<file path="config.mk">
export PLATFORM = sky130hd
export DESIGN_NAME = demux_1_2_packer
export DESIGN_NICKNAME = d
export VERILOG_FILES = /design/src/rtl/demux_1_2_packer.sv
export SDC_FILE = /design/constraint.sdc
export NUM_CORES = 1
export LEC_CHECK = 0
export BUFFER_PORTS_ARGS = -buffer_cell sky130_fd_sc_hd__buf_4
export CAP_MARGIN = 20
export CORE_UTILIZATION = 54
export DETAILED_ROUTE_END_ITERATION = 8
export GPL_TIMING_DRIVEN = 0
export PLACE_DENSITY = 0.91
export SYNTH_ARGS = -nofsm -noshare
export SYNTH_HDL_FRONTEND = slang
export SYNTH_SLANG_ARGS = --single-unit
export TNS_END_PERCENT = 5
</file>
<file path="constraint.sdc">
create_clock -name clk -period 2.4 [get_ports clk]
set_clock_uncertainty 0.1 [all_clocks]
set_input_delay 0.24 -clock clk [delete_from_list [all_inputs] [get_ports clk]]
set_output_delay 0.24 -clock clk [all_outputs]
set_load 0.02 [all_outputs]
</file>
<file path="src/rtl/demux_1_2_packer.sv">
// Sequential 1:2 width packer: pairs consecutive WIDTH-bit words into one 2*WIDTH-bit word
// (lane 0 low, lane 1 high), with in_last forcing a half-filled flush.
module demux_1_2_packer #(
    parameter int WIDTH     = 8,
    parameter int OUT_WIDTH = 2 * WIDTH
) (
    input  logic                 clk,
    input  logic                 reset,
    input  logic                 in_valid,
    output logic                 in_ready,
    input  logic [WIDTH-1:0]     in_data,
    input  logic                 in_last,
    output logic                 out_valid,
    input  logic                 out_ready,
    output logic [OUT_WIDTH-1:0] out_data,
    output logic [1:0]           out_mask
);

    logic             lane_p0;
    logic [WIDTH-1:0] stage_p0;
    logic             out_free;
    logic             in_fire;
    logic             complete;

    // A plain lane-0 word only touches the stage register, so it never waits on the output side.
    assign out_free = !out_valid || out_ready;
    assign in_ready = (!lane_p0 && !in_last) || out_free;
    assign in_fire  = in_valid && in_ready;
    assign complete = in_fire && (lane_p0 || in_last);

    // Stage boundary: stage register and output register
    always_ff @(posedge clk) begin
        if (reset) begin
            lane_p0   <= 1'b0;
            stage_p0  <= '0;
            out_data  <= '0;
            out_mask  <= 2'b00;
            out_valid <= 1'b0;
        end else begin
            if (in_fire && !lane_p0 && !in_last) begin
                stage_p0 <= in_data;
                lane_p0  <= 1'b1;
            end
            if (complete) begin
                lane_p0   <= 1'b0;
                out_valid <= 1'b1;
                if (lane_p0) begin
                    out_data <= {in_data, stage_p0};
                    out_mask <= 2'b11;
                end else begin
                    out_data <= {{WIDTH{1'b0}}, in_data};
                    out_mask <= 2'b01;
                end
            end else if (out_ready) begin
                out_valid <= 1'b0;
            end
        end
    end

endmodule

</file>
==> run metrics <==
status=finished clean; Seq/Total Area, Yosys=0.477; Worst-Skew Late Latency=0.34 ns; Cell Count, Final, Fillers Out=181; I/O Pins=33; commonest non-fill, non-tap cell in the layout=buf_4; post-route ant nets=0; setup TNS=0 ns; Worst Setup End Kind=primary output; Seq cells post-synth=28; final wirelength=2.63 mm; Pint=0.736 mW; top cell type by total area after synthesis=dfxtp_1; total power=0.990 mW; clock tree buffer depth=2; CTS sink cnt=28; period utilization=0.762; flop-to-flop setup slack=1.02 ns; largest fanout on the critical path=10; Final Worst Setup Slack=0.571 ns; Final Cell Area=1490 um^2; Reg clk slew, reported paths=0.15 ns; Max Freq=547 MHz; combinational power share=0.176; # diodes=0; NetSw=0.254 mW; Final Slew Violations=0; Chip Width=48.6 um; FF-to-FF End=out_data[5]; most frequent cells in the layout=buf_4, dfxtp_1, a21oi_1; Clock Power Share=0.315; slew margin rel.=0.614; Residual DRC=0; Least-Margin Pin Slew=0.578 ns; Crit Path Class=reg -> out; Total GRT Usage=0.241; Chip Height=48.6 um; Yosys warning count=0; vias=1044; total gr overflow=0; number of buffers created by CTS=3; antenna violations before repair=0; Placed Cells=177; core area=2000 um^2; Lkg Pwr=0.587 nW; CTS Root Cell=clkbuf_4; vias in the first global route=987; pre-CTS WS=0.992 ns; largest net degree at the start of global routing=17; critical path arrival=1.49 ns; worst path required time=2.06 ns; # Post-CTS Setup Buffers=0; Sw Ratio=0.257; detailed placement HPWL=1.90 mm; Iteration-0 DRC Markers=33; first-pass GRT wire length=4.40 mm; CTS tree=done; proportion of layout cells with a drive suffix above 1=0.351; P&R area growth vs syn=27.2%; cts repair resizes=0; startpoint types=flip-flop; Routed WL per cell=14.5 um; Initial Util=0.587; maxcap violations=0; Pwr Density=663 nW/um^2; Finish-stage setup viols=0; Critical Path Start=out_valid; count of buffers from port buffering=31; unrepaired setup endpoints after global routing=false; DP Area=1440 um^2; syn_nets=132; share of power burned in registers=0.508; Synth area leaders=dfxtp_1, mux2i_1, a211oi_2, a21oi_1, nand4_1; post-DR vias/cell=5.77; gate count after technology mapping=119; worst min-delay path class=in -> reg; Distinct cells, synth=19; cell area after synthesis=1170 um^2; num rows=16; RR Startpoint=lane_p0; reg2reg path depth=3; capture point of the critical path=in_ready; DR pass1 iterations=4; routability cong.=0.770; post-layout min period=1.83 ns; post-synth top area share=0.477; die area=2370 um^2; Max VDD drop=0.505 mV; Syn Area/Cell=9.87 um^2; H-tree Lvls=1; CTS Hold Buffers Added=0; Final Hold Viols=0; fin nets=168
## synth_stat cells
cell	instances
nand3_1	1
nor3_1	1
nor2_2	1
nand2b_1	1
clkbuf_2	2
clkbuf_1	2
o21a_1	1
a211oi_2	8
mux2i_1	16
nand4_1	8
dfxtp_1	28
nor2b_1	1
nor2_1	10
a21oi_1	19
buf_2	2
nor3b_1	1
buf_4	6
o21ai_1	3
o21ai_0	8
## worst max-delay path, cell delays in order, from the launching register on
cell and delay (ns):
dfxtp_1 0.38, nor2b_1 0.24, clkbuf_2 0.25, o21ai_0 0.12, buf_4 0.17
## worst min-delay path by stage
stage / startpoint / endpoint / slack, ns / cells past startpoint
finish: in_data[7] / stage_p0[7] / 0.06 / 3
global route: in_data[7] / stage_p0[7] / 0.06 / 3
CTS: in_data[7] / stage_p0[7] / 0.06 / 3
detailed placement: out_mask[0] / out_mask[0] / 0.36 / 2
global placement: out_data[15] / out_data[15] / 0.36 / 2
floorplan: in_data[0] / stage_p0[0] / 0.29 / 2
## metal layers
metal	vias up	GRT usage	part of all wire	wire (um)
li1	504	-	-	-
met1	496	0.284	0.42	1100
met2	41	0.440	0.51	1350
met3	3	0.0314	0.053	139
met4	0	0.0882	0.013	33
met5	-	0	0	0
## registers in the layout, indices dropped and copies added (netlist names)
signal     cells
lane_p0        1
out_valid      1
out_data      16
out_mask       2
stage_p0       8
## cell families after synthesis
group / after synthesis / share of synthesized area
AO/OA/AOI/OAI: 39 / 0.219
flip-flops: 28 / 0.477
AND/OR/NAND/NOR: 24 / 0.105
multiplexers: 16 / 0.136
buffers and inverters: 12 / 0.0618
## power groups by stage
stage / Sequential (mW) / Clock [mW] / Combinational (mW)
floorplan: 0.532 / 0 / 0.0908
global placement: 0.511 / 0 / 0.170
detailed placement: 0.513 / 0 / 0.174
CTS: 0.503 / 0.315 / 0.175
global route: 0.507 / 0.332 / 0.189
finish: 0.503 / 0.312 / 0.175
## through the flow
step,util,hold slack (ns)
2_1_floorplan,-,0.287
3_3_place_gp,0.720,0.361
3_5_place_dp,0.720,0.365
4_1_cts,0.746,0.0575
5_1_grt,0.746,0.0571
6_report,0.746,0.0606
## layout make-up
cell class	count	area, um^2
fill	157	508
sequential	28	561
multi-input combinational	79	542
clock buffer	3	22.5
buffer	12	72.6
timing repair buffer	31	233
tap	27	33.8
clock inverter	1	30.0
(Power assumes the default switching activity.)
